### src/rtl/serial_adder_controller.sv
// Bit-serial adder sequencer: one full_adder, LSB first, one bit per clock, valid/ready in and out.
// Optional subtract mode is enabled by defining SERIAL_ADDER_SUBTRACT_EN.

module full_adder (
    input  logic a,
    input  logic b,
    input  logic cin,
    output logic s,
    output logic cout
);
    assign s    = a ^ b ^ cin;
    assign cout = (a & b) | (cin & (a ^ b));
endmodule

module serial_adder_controller #(
    parameter int WIDTH = 8
) (
    input  logic             clock,
    input  logic             reset,
    input  logic             in_valid,
    output logic             in_ready,
    input  logic [WIDTH-1:0] operand_1,
    input  logic [WIDTH-1:0] operand_2,
    input  logic             carry_in,
    output logic             out_valid,
    input  logic             out_ready,
    output logic [WIDTH-1:0] sum,
    output logic             carry_out,
    output logic             busy
`ifdef SERIAL_ADDER_SUBTRACT_EN
    ,
    input  logic             subtract
`endif
);

    localparam int CNT_W = $clog2(WIDTH + 1);

    generate
        if (WIDTH < 1 || WIDTH > 64) begin : g_width_check
            $error("serial_adder_controller: WIDTH must be in 1..64");
        end
    endgenerate

    typedef enum logic [1:0] {
        ST_IDLE = 2'd0,
        ST_RUN  = 2'd1,
        ST_DONE = 2'd2
    } state_t;

    state_t             state_r;
    logic [WIDTH-1:0]   op1_r;
    logic [WIDTH-1:0]   op2_r;
    logic [WIDTH-1:0]   acc_r;
    logic               carry_r;
    logic [CNT_W-1:0]   cnt_r;
    logic [WIDTH-1:0]   sum_r;
    logic               carry_out_r;
    logic               in_ready_r;
    logic               out_valid_r;
    logic               busy_r;

    logic               fa_sum_s;
    logic               fa_cout_s;
    logic [WIDTH:0]     shift_s;
    logic [WIDTH-1:0]   cap_op2_s;
    logic               cap_carry_s;

    full_adder u_full_adder (
        .a    (op1_r[0]),
        .b    (op2_r[0]),
        .cin  (carry_r),
        .s    (fa_sum_s),
        .cout (fa_cout_s)
    );

    // New adder sum bit enters at the MSB; the wide concat keeps WIDTH=1 legal.
    assign shift_s = {fa_sum_s, acc_r};

    // Operand-2 and initial carry selection at the accept edge.
    always_comb begin
        cap_op2_s   = operand_2;
        cap_carry_s = carry_in;
`ifdef SERIAL_ADDER_SUBTRACT_EN
        if (subtract) begin
            cap_op2_s   = ~operand_2;
            cap_carry_s = 1'b1;
        end else begin
            cap_op2_s   = operand_2;
            cap_carry_s = carry_in;
        end
`endif
    end

    // Sequencer FSM with datapath and registered handshake outputs.
    always_ff @(posedge clock or posedge reset) begin
        if (reset) begin
            state_r     <= ST_IDLE;
            op1_r       <= '0;
            op2_r       <= '0;
            acc_r       <= '0;
            carry_r     <= 1'b0;
            cnt_r       <= '0;
            sum_r       <= '0;
            carry_out_r <= 1'b0;
            in_ready_r  <= 1'b1;
            out_valid_r <= 1'b0;
            busy_r      <= 1'b0;
        end else begin
            case (state_r)
                ST_IDLE: begin
                    if (in_valid) begin
                        op1_r      <= operand_1;
                        op2_r      <= cap_op2_s;
                        carry_r    <= cap_carry_s;
                        cnt_r      <= '0;
                        state_r    <= ST_RUN;
                        in_ready_r <= 1'b0;
                        busy_r     <= 1'b1;
                    end
                end
                ST_RUN: begin
                    op1_r   <= op1_r >> 1;
                    op2_r   <= op2_r >> 1;
                    acc_r   <= shift_s[WIDTH:1];
                    carry_r <= fa_cout_s;
                    cnt_r   <= cnt_r + CNT_W'(1);
                    // Result is published only once, so sum/carry_out hold steady outside DONE.
                    if (cnt_r == CNT_W'(WIDTH - 1)) begin
                        sum_r       <= shift_s[WIDTH:1];
                        carry_out_r <= fa_cout_s;
                        state_r     <= ST_DONE;
                        busy_r      <= 1'b0;
                        out_valid_r <= 1'b1;
                    end
                end
                ST_DONE: begin
                    if (out_ready) begin
                        state_r     <= ST_IDLE;
                        out_valid_r <= 1'b0;
                        in_ready_r  <= 1'b1;
                    end
                end
                default: begin
                    state_r     <= ST_IDLE;
                    in_ready_r  <= 1'b1;
                    out_valid_r <= 1'b0;
                    busy_r      <= 1'b0;
                end
            endcase
        end
    end

    assign in_ready  = in_ready_r;
    assign out_valid = out_valid_r;
    assign busy      = busy_r;
    assign sum       = sum_r;
    assign carry_out = carry_out_r;

endmodule

### config.mk
export PLATFORM = sky130hd
export DESIGN_NAME = serial_adder_controller
export DESIGN_NICKNAME = d
export VERILOG_FILES = /design/src/rtl/serial_adder_controller.sv
export SDC_FILE = /design/constraint.sdc
export NUM_CORES = 1
export LEC_CHECK = 0
export ABC_AREA = 0
export CAP_MARGIN = 25
export CORE_MARGIN = 1.5
export CORE_UTILIZATION = 52
export CTS_CLUSTER_DIAMETER = 30
export DETAILED_ROUTE_END_ITERATION = 10
export GPL_TIMING_DRIVEN = 1
export PLACE_DENSITY = 0.77
export SYNTH_ARGS = -nofsm -noshare
export SYNTH_HDL_FRONTEND = slang
export SYNTH_HIERARCHICAL = 1
export SYNTH_SLANG_ARGS = --single-unit
### constraint.sdc
create_clock -name clock -period 1.8 [get_ports clock]
set_input_delay 0.18 -clock clock [delete_from_list [all_inputs] [get_ports clock]]
set_output_delay 0.18 -clock clock [all_outputs]
set_load 0.005 [all_outputs]
# --- After elaboration in Yosys (flattened, before gate mapping) ---
# Cells that the tools add are included.
word_totals:
  input_bits: 21
  register_bits: 43
  word_cells: 55
  out_inout_bits: 12
classes:
  n_reduce_logical: 8
  n_mux: 21
  n_addsub: 1
  bitwise: 8
  n_eq_ne: 6
ops:
  columns: ["operator", "count"]
  rows:
  - ["case mux 8 bit (2 select lines)", 2]
  - ["two-way mux 8 bit", 2]
  - ["AND reduction 3 bit", 4]
  - ["case mux 1 bit (3 select lines)", 3]
  - ["case mux 4 bit (2 select lines)", 1]
  - ["two-way mux 1 bit", 7]
  - ["two-way mux 2 bit", 3]
  - ["!= test 2 bit, second input constant", 3]
  - ["case mux 2 bit (3 select lines)", 1]
  - ["adder 4 x 1 -> 4 bit, second input constant", 1]
  - ["equality test 4 x 3 -> 1 bit, second input constant", 1]
  - ["two-way mux 4 bit", 1]
  - ["AND reduction 2 bit", 2]
  - ["inverter 1 bit", 3]
  - ["bitwise AND 1 bit", 2]
  - ["equality test 2 x 1 -> 1 bit, second input constant", 1]
  - ["equality test 2 bit, second input constant", 1]
  - ["zero test 2 bit", 1]
  - ["case mux 1 bit (2 select lines)", 1]
  - ["nonzero test 2 bit", 1]
  - ["bitwise XOR 1 bit", 2]
  - ["bitwise OR 1 bit", 1]

# --- Logic depth before layout (Yosys ltp) ---
# Gate-level depths: netlist of the first run.
logic_depth:
  depth_word: 4
  mapped_depth: 5
  depth_no_buf: 4

# --- By module ---
# Netlist of the first run, hierarchy kept.
modules_own_cells:
  columns: ["mod", "cells_each", "n_inst", "area_per_inst_um2", "seq_area_each_um2"]
  rows:
  - ["serial_adder_controller", 157, 1, 1881.8, 1052.3]
  - ["full_adder", 1, 1, 20.0, 0.0]

# --- Worst setup path before layout of the first run ---
# Ideal clock, no wire load.
synth_path:
  path_kind: "register -> register"
  startpoint: "reg cnt_r[0]"
  endpoint: "reg carry_out_r, in the netlist carry_out"
  arrival_ns: 1.256
  t_required_ns: 1.675
  n_path_buf: 0
  stages_incl_launch_ff: 5
  path_slack_ns: 0.419
  synth_period_minus_slack_ns: 1.381
  path_cell_list: "dfrtp_1 > ha_1 > nand4b_4 > nor2_8 > mux2_2"
synth_via:
  elab_chain_cells: 2
synth_rtl:
  columns: ["element", "line_no", "rtl"]
  rows:
  - ["from (decl)", "55", "logic [CNT_W-1:0] cnt_r;"]
  - ["from (signal assigned)", "126", "cnt_r <= cnt_r + CNT_W'(1);"]
  - ["equality test 4 x 3 -> 1 bit", "128", "if (cnt_r == CNT_W'(WIDTH - 1)) begin"]
  - ["AND reduction 2 bit (no source line)", null, null]
  - ["to (signal assigned)", "130", "carry_out_r <= fa_cout_s;"]
  - ["to (decl)", "57", "logic carry_out_r;"]
# Every way passes these cells.
# A chain may end at the register's enable or synchronous reset.

# --- Worst setup path in the final report of the first run ---
layout_path:
  startpoint: "reg in_ready_r, in the netlist in_ready"
  endpoint: "out in_ready"
layout_lines:
  columns: ["element", "line_no", "rtl"]
  rows:
  - ["from (decl)", "58", "logic in_ready_r;"]
  - ["from (signal assigned)", "105", "in_ready_r <= 1'b1;"]
  - ["from (signal assigned)", "117", "in_ready_r <= 1'b0;"]
  - ["from (signal assigned)", "140", "in_ready_r <= 1'b1;"]
  - ["to (decl)", "21", "output logic in_ready,"]
# No word-level cell between the ends.

==> reports/results.txt, run 1 <==
The flow ran to the end, and the final reports show no timing, DRC or antenna violations. In this run, synthesis produced a sequential element count of 42. Entering global routing, the biggest net connects 43 pins. The insertion delay to the later sink of the worst-skew pair came out at 0.35 ns.

The depth of the worst register-to-register path is 4. The clock passes through at most 2 buffers. The mean number of vias per cell was 5.49.

In the synthesized netlist the dominant register cell turns out to be sky130_fd_sc_hd__dfrtp_1. For this design, the slowest cell found on the critical path is sky130_fd_sc_hd__dfstp_2. After detailed routing, the total wire length is 3.59 mm.

The maximum single-stage delay on the critical path was 0.57 ns. The worst reg2reg path startpoint was state_r[0]. The areal power density over the cells works out to 1660 nW/um^2. For the sequential share of the synthesized area, the log shows 0.553. The logs give 0.204 for the global routing usage summed across all routing layers and 733 uV for the largest voltage drop on the vdd net. OpenSTA, run right after detailed placement, puts the worst setup slack at 0.0540 ns. The hold violation total from the final report was 0.

Setup repair after global routing left no endpoint under its margin. STA classifies the critical path startpoint as a flip-flop. By count the netlist is led by sky130_fd_sc_hd__dfrtp_1, sky130_fd_sc_hd__o21ai_0, sky130_fd_sc_hd__nand2_1.

The clock tree synthesis step divided the H-tree into 2 levels. Among cell families on the critical path, the largest total delay comes from flip-flops. The total I/O pin count is 33. Counting flops with a built-in enable in the synthesized netlist gives 0. The TritonCTS buffer count is 5, and the total iterations of the first detailed-routing run is 4. Adding up every negative setup slack in the final design gives 0 ns. The cell with the most instances after synthesis is sky130_fd_sc_hd__dfrtp_1.

The logs give 1,317 for the via count and 1.62 ns for the required time of the worst setup path. The peak fanout along the critical path came out at 3. For this run, the number of Yosys warnings is 6. Max-cap violations in this run came to 0. Sum of buffers and inverters on the critical path: 1. The final critical-path required period is 1.58 ns. The final critical-path setup slack was 0.217 ns; the per-cell routed wire length was 15.0 microns. The floorplan step defined a die boundary enclosing 4030 sq um.

The worst register-to-register path has a setup slack of 0.26 ns. The share of synthesized flip-flops with an asynchronous set or reset came out at 1.00. Highest clock rate: 0.632 GHz. Setup violations remaining at the end of the flow were counted as 0.

The floorplan step set the die height to 63.5 microns. Detailed placement ended at an HPWL of 2.55 mm. Walking the worst path, the cells encountered are clkdlybuf4s50_1.

After clock tree synthesis, the clock-pin slew on the worst setup and hold paths is 0.12 ns. Layout overhead on the synthesized area: 25.3%. A synthesized cell averages 12.0 sq um. The worst-margin pin slew was 0.836 ns; the net count after synthesis was 181. The dominant cell type by area after synthesis is sky130_fd_sc_hd__dfrtp_1.

Share of Yosys cell area claimed by the top area cell type: 0.539. The cell chosen for the clock root was sky130_fd_sc_hd__clkbuf_4. The leakage power total was 1.11 nW. The final layout contains 216 nets.

The detail route stage leaves a number of antenna-violating nets equal to 0. The floorplan has 21 rows. The number of diodes added for antenna fixing was 0. The tools report the total of cells resized after clock tree synthesis as 0. Number of pins with negative max-slew slack in the final report: 0. Input and output buffers added on the ports amount to 32. The distinct cell type count after synthesis was 32.

The worst register-to-register path ends at op1_r[4]. The final RePlAce weighted congestion is 0.781. The final period utilization came out at 0.879. Across the routed clock network, the largest skew measured is 0.00716 ns. The floorplan step defined a core boundary enclosing 3420 sq um. The path class of the tightest hold or removal check is input pin to asynchronous set/reset pin. After synthesis, the cell types taking the most area are sky130_fd_sc_hd__dfrtp_1, sky130_fd_sc_hd__mux2_4, sky130_fd_sc_hd__and3b_1.

The critical path is of the flip-flop to output pin type. The layout has 271 filler cells. The logs give 0 for the total congestion overflow after global routing and 1900 sq um for the combined area of all synthesized cells.

For this block, the initial DRC count from the detailed router was 47. The number of global-route vias before repair came out at 1,309. The tools report the initial standard-cell utilization of the core as 0.557.

The run gives 0 as the detailed-route DRC error count. The category of the worst setup path capture point was an output pin. The tools report the clock sink count as 42. The first global-routing pass estimated 6.22 mm of wire.

At the worst endpoint, the arrival time is 1.40 ns. TritonCTS built the clock tree. The share of cells above drive strength 1 was 0.165. The post-CTS setup-driven buffer insertion count is 0, and the horizontal die dimension is 63.5 microns. The gate count after technology mapping was 158; the initial antenna violation count was 0. The final-layout worst hold slack is 0.178 ns, and the cts-stage hold buffer count is 0. For the relative max-transition margin, the log shows 0.442.
## power breakdown
part           total, mW  internal (mW)  switching (mW)
registers           1.64           1.35           0.297
clock network      0.773          0.471           0.302
logic               1.55          0.903           0.643
total               3.96           2.72            1.24
## area by class of cell
type	instances	area, sq um	area share
Multi-Input combinational cell	102	768	0.322
Clock inverter	2	60.1	0.0252
Clock buffer	6	51.3	0.0215
Sequential cell	42	1050	0.442
Timing Repair Buffer	38	378	0.159
Tap cell	46	57.6	0.0242
Inverter	4	15.0	0.00630
## sequential cells by signal, indices dropped and copies added, names as in the netlist
register and count:
op1_r 8, op2_r 8, sum 8, acc_r 7
cnt_r 4, state_r 2, busy 1, carry_out 1
carry_r 1, in_ready 1, out_valid 1
## layout by cell type (no fill, tap or decap), drive strengths merged
master,synthesis,layout
nand4b,1,1
mux2i,1,1
dfrtp,41,41
a211oi,1,1
a22o,4,4
nor3,1,1
nand2,15,15
clkdlybuf4s50,0,32
a21oi,14,14
nand4,1,1
nand3,1,1
o21ai,17,17
fa,1,1
inv,4,4
nor2b,3,3
ha,1,1
clkbuf,3,6
buf,7,6
nand2b,2,2
and3b,11,11
nor2,4,4
o21bai,1,1
dfstp,1,1
a21o,1,1
bufinv,0,2
mux2,17,17
a22oi,4,4
o22ai,1,1
## per-layer routing
metal  routed length [microns]  GRT usage  vias up  share of wire
met5                         0          0        -              0
met4                        65     0.0761        0          0.018
met3                       173     0.0643        8          0.048
met2                      1810      0.341       40           0.50
met1                      1550      0.246      637           0.43
li1                          -          -      632              -
## logic make-up (layout without fill, tap and decap cells)
family                   Yosys count  count (layout)  synth area share
buffers and inverters             14              50            0.0428
AO/OA/AOI/OAI                     43              43             0.133
adder cells (fa/ha/maj)            2               2            0.0171
multiplexers                      18              18             0.120
flip-flops                        42              42             0.553
AND/OR/NAND/NOR                   39              39             0.134
## worst max path at each step
stage / startpoint / to / slack (ns) / cells past startpoint
2_1_floorplan: cnt_r[0] / carry_out / 0.42 / 4
3_3_place_gp: in_valid / cnt_r[0] / 0.11 / 3
3_5_place_dp: in_valid / op2_r[5] / 0.05 / 4
4_1_cts: in_ready / in_ready / 0.20 / 1
5_1_grt: state_r[0] / cnt_r[3] / 0.11 / 3
6_report: in_ready / in_ready / 0.22 / 1
## worst min-delay path, delay by kind of cell
family,cells,cell delay [ns]
buffers and inverters,3,0.73
## stage by stage
stage,power (mW),cells,instance area [sq um],utilization
after global placement,3.13,232,2270,0.665
after global routing,4.25,240,2380,0.697
after detailed placement,3.23,232,2270,0.665
final,3.96,240,2380,0.697
after CTS,3.99,240,2380,0.697
after floorplan,2.73,158,1900,-
No activity file was read; power rests on OpenSTA's default activity.
==> inputs of run 2 (changes only) <==
--- a/config.mk
+++ b/config.mk
@@ -8,12 +8,11 @@
 export ABC_AREA = 0
 export CAP_MARGIN = 25
 export CORE_MARGIN = 1.5
-export CORE_UTILIZATION = 52
+export CORE_UTILIZATION = 51
 export CTS_CLUSTER_DIAMETER = 30
 export DETAILED_ROUTE_END_ITERATION = 10
 export GPL_TIMING_DRIVEN = 1
-export PLACE_DENSITY = 0.77
+export PLACE_DENSITY = 0.76
 export SYNTH_ARGS = -nofsm -noshare
 export SYNTH_HDL_FRONTEND = slang
-export SYNTH_HIERARCHICAL = 1
 export SYNTH_SLANG_ARGS = --single-unit
==> run 2 against run 1 <==
Sequential power shrank 4%. Routed wire length grew 1.1%. Clock skew grew 0.0078 ns. Area after synthesis shrank 2.8%. Synthesized cell count grew 9.5%. Via count grew 5.5%.
==> reports/results.txt, run 2 <==
The cts-stage hold buffer count is 0. The H-tree was split into 2 levels. Based on the critical path, the design can be clocked at up to 0.625 GHz. The logs give 5 for the TritonCTS buffer count and 0.655 for the relative max-transition margin. In the synthesized netlist the dominant register cell turns out to be sky130_fd_sc_hd__dfrtp_1. The final setup skew is 0.0150 ns.

Final period utilization: 0.889. The initial standard-cell utilization of the core was 0.541. Setup repair after global routing left no endpoint under its margin. The multiplexer share of the synthesized area was 0.0602; the violation count after the first detailed-route iteration was 81. A synthesized cell averages 10.7 sq um. Of all cell types, the one taking the most synthesized area is sky130_fd_sc_hd__dfrtp_1. The routed design uses 162 microns of met3 wire. Of all nets on the critical path, the largest fanout is 3. The tools report the hold violation total from the final report as 0. The tools report the category of the worst setup path capture point as an output pin.

Counting every instance in the synthesized netlist gives 173. Share of cells above drive strength 1: 0.151. Internal power comes to 2.32 mW. After synthesis, the largest family of logic cells by area is simple AND/OR/NAND/NOR gates.

The run gives 0.371 as the part of the total power dissipated in combinational logic. The tool flagged a number of max-cap violations equal to 0. The number of antenna diodes in the final layout is 0.

The critical path in this run is classified as flip-flop to output pin. The wire length the detailed router placed on met1 is 1.55 mm, and the reported net switching power is 1.17 mW. For the summed negative setup slack over all endpoints, the log shows 0 ns. For the final RePlAce weighted congestion, the log shows 0.766. The logs give 0.234 ns for the final-layout worst hold slack and 1,398 for the number of global-route vias before repair. The combined area of all synthesized cells was 1850 sq um. The run gives 0 as the number of nets with antenna violations after routing. The power share of the sequential group is 0.452. The path class of the lowest-slack min-delay path was input pin to asynchronous set/reset pin. TritonCTS built the clock tree. At the placement stage, the worst setup path has a slack of 0.304 ns. In this run the post-CTS setup repair buffer count came out at 0. The horizontal die dimension is 63.2 microns. The run finished with clean final reports. Data on the critical path arrives at its endpoint at 1.42 ns. Among all stages on the critical path, the largest delay is contributed by sky130_fd_sc_hd__dfstp_2.

The most common cell in the synthesized netlist is sky130_fd_sc_hd__dfrtp_1. The adder and majority gate portion of the synthesized area was 0.0176; the die extent in y was 63.2 microns. Summing all flip-flop and latch instances after layout gives 1050 sq um. Share of synthesized flip-flops with an asynchronous set or reset: 1.00.

The distinct cell type count after synthesis came out at 30. Ranked by instance count, the synthesized netlist is headed by sky130_fd_sc_hd__dfrtp_1, sky130_fd_sc_hd__nand2_1, sky130_fd_sc_hd__o21ai_0. The area fraction in compound gates after synthesis came out at 0.147. Ranked by total cell area, the synthesized netlist is headed by sky130_fd_sc_hd__dfrtp_1, sky130_fd_sc_hd__nand2_1, sky130_fd_sc_hd__mux2_2. Wire segments on met2 add up to 1.88 mm in the final route.

The sum of buffers and inverters on the critical path is 1, and the sum of net half-perimeters after detailed placement is 2.66 mm. Post-synthesis simple-gate area fraction: 0.172. The first detailed-routing pass ran for 4 iterations. Total I/O pin count: 33. In this run the clock root is driven by a sky130_fd_sc_hd__clkbuf_4. Clock-pin slew was measured on the worst setup and hold paths at 0.14 ns.

In the final layout, the multi-input gates occupy 734 sq um. The insertion delay to the later sink of the worst-skew pair is 0.36 ns, and the synthesis warning total is 0. Compared with the post-synthesis result, the final layout area differs by 26.1%. The area share of xor/xnor cells in the synthesized design came out at 0. For the sequential share of the synthesized area, the log shows 0.569.

The logs give 2 for the number of buffers on the longest clock path and 0.200 ns for the final critical-path setup slack. For this run, design rule violations remaining after detail routing come to 0. The kind of cell with the highest combined delay along the critical path is flip-flops. The required time of the worst setup path is 1.62 ns. Leading cell type in the layout, fill and taps excluded: sky130_fd_sc_hd__dfrtp_1. For this run, the slowest stage of the critical path takes 0.56 ns. Leakage power total: 1.11 nW. Kind of start point of the critical path: a flip-flop.

The run gives 1,389 as the via count. The worst-margin pin slew came out at 0.517 ns. The tools report the largest voltage drop on the vdd net as 696 uV. Counting flops with a built-in enable in the synthesized netlist gives 0.

Dividing total power by cell area gives a power density of 1500 nW/um^2. The worst path in the final design needs a cycle of 1.60 ns, including I/O delays and setup. The first global-routing pass estimated 6.15 mm of wire. The run gives 0 as the number of pins with negative max-slew slack in the final report.

Traced cell by cell, the critical path runs through clkdlybuf4s50_1. Mean number of vias per cell: 5.38. Synthesis inferred 42 register bits.

The area of the core was 3420 sq um; the largest net degree at the start of global routing was 43. Top routing layer in use: met4. The initial antenna violation count was 0.

The area of the die is 4000 sq um, and the share of Yosys cell area claimed by the top area cell type is 0.555. The clock sink count is 42, and the switching part of the total power is 0.336. Leaving out fill and tap cells, the most frequent cells in the layout are sky130_fd_sc_hd__dfrtp_1, sky130_fd_sc_hd__nand2_1, sky130_fd_sc_hd__clkdlybuf4s50_1.

For the global routing usage summed across all routing layers, the log shows 0.198. Setup violations remaining at the end of the flow were counted as 0. After global routing the overflow that remains totals 0. The floorplan has 21 rows. In the final design database the tool counted 234 nets. The share of the core filled with cells was 0.683. The per-cell routed wire length was 14.1 microns. The total of cells resized after clock tree synthesis was 0.

For this block, the routed nets add up to 3.64 mm of wire. Port buffering added 32 buffers. The clock group share of total power is 0.177.

The logs give 196 for the net count after synthesis and 274 for the fill cell instance count of the final layout.
## run 2: cell types whose count changed after synthesis, sizes merged, moves of 2 or more
cell,change
nand2,+23
clkbuf,+2
a21oi,-3
and3b,-3
mux2,-8
a22oi,+4
## run 2: area by class of cell
| cell class | instances | area share |
|---|---|---|
| Inverter | 3 | 0.00483 |
| Clock buffer | 5 | 0.0161 |
| Tap cell | 46 | 0.0247 |
| Timing Repair Buffer | 42 | 0.170 |
| Clock inverter | 3 | 0.0188 |
| Sequential cell | 42 | 0.451 |
| Multi-Input combinational cell | 117 | 0.315 |
## run 2: layer usage
metal | up-vias | track usage
met5 | - | 0
met4 | 0 | 0.0571
met3 | 7 | 0.0536
met2 | 40 | 0.352
met1 | 673 | 0.235
li1 | 669 | -
## run 2: kinds of logic after synthesis
family / after synthesis
simple gates: 60
compound gates: 45
flops: 42
buf+inv: 14
mux: 10
fa+ha+maj: 2
## run 2: worst register-to-register path: cells and delay by family (launching register included)
kind,cells,cell delay [ns]
adder cells (fa/ha/maj),1,0.28
flip-flops,1,0.42
multiplexers,1,0.36
AND/OR/NAND/NOR,2,0.36
## run 2: metrics by stage
| step | instances | total power [mW] | area, sq um |
|---|---|---|---|
| floorplan | 173 | 2.36 | 1850 |
| global placement | 250 | 2.83 | 2250 |
| detailed placement | 250 | 2.91 | 2250 |
| CTS | 258 | 3.51 | 2330 |
| global route | 258 | 3.74 | 2330 |
| finish | 258 | 3.49 | 2330 |
## run 2: power by group through the flow
stage | logic [mW] | registers, mW | clock network (mW)
4_1_cts | 1.31 | 1.58 | 0.623
5_1_grt | 1.44 | 1.63 | 0.667
2_1_floorplan | 0.810 | 1.55 | 0
3_5_place_dp | 1.31 | 1.60 | 0
6_report | 1.30 | 1.58 | 0.617
3_3_place_gp | 1.25 | 1.58 | 0
## run 2: path summary, 6_finish.rpt
path	from	end	slack (ns)	cells past startpoint
max	in_ready	in_ready	0.20	1
min	reset	carry_r	0.23	3
max reg2reg	cnt_r[0]	sum[2]	0.28	4
min reg2reg	op2_r[4]	op2_r[4]	0.50	2
max in group asynchronous	reset	in_ready	1.19	3
min in group clock	operand_1[7]	op1_r[7]	0.42	2
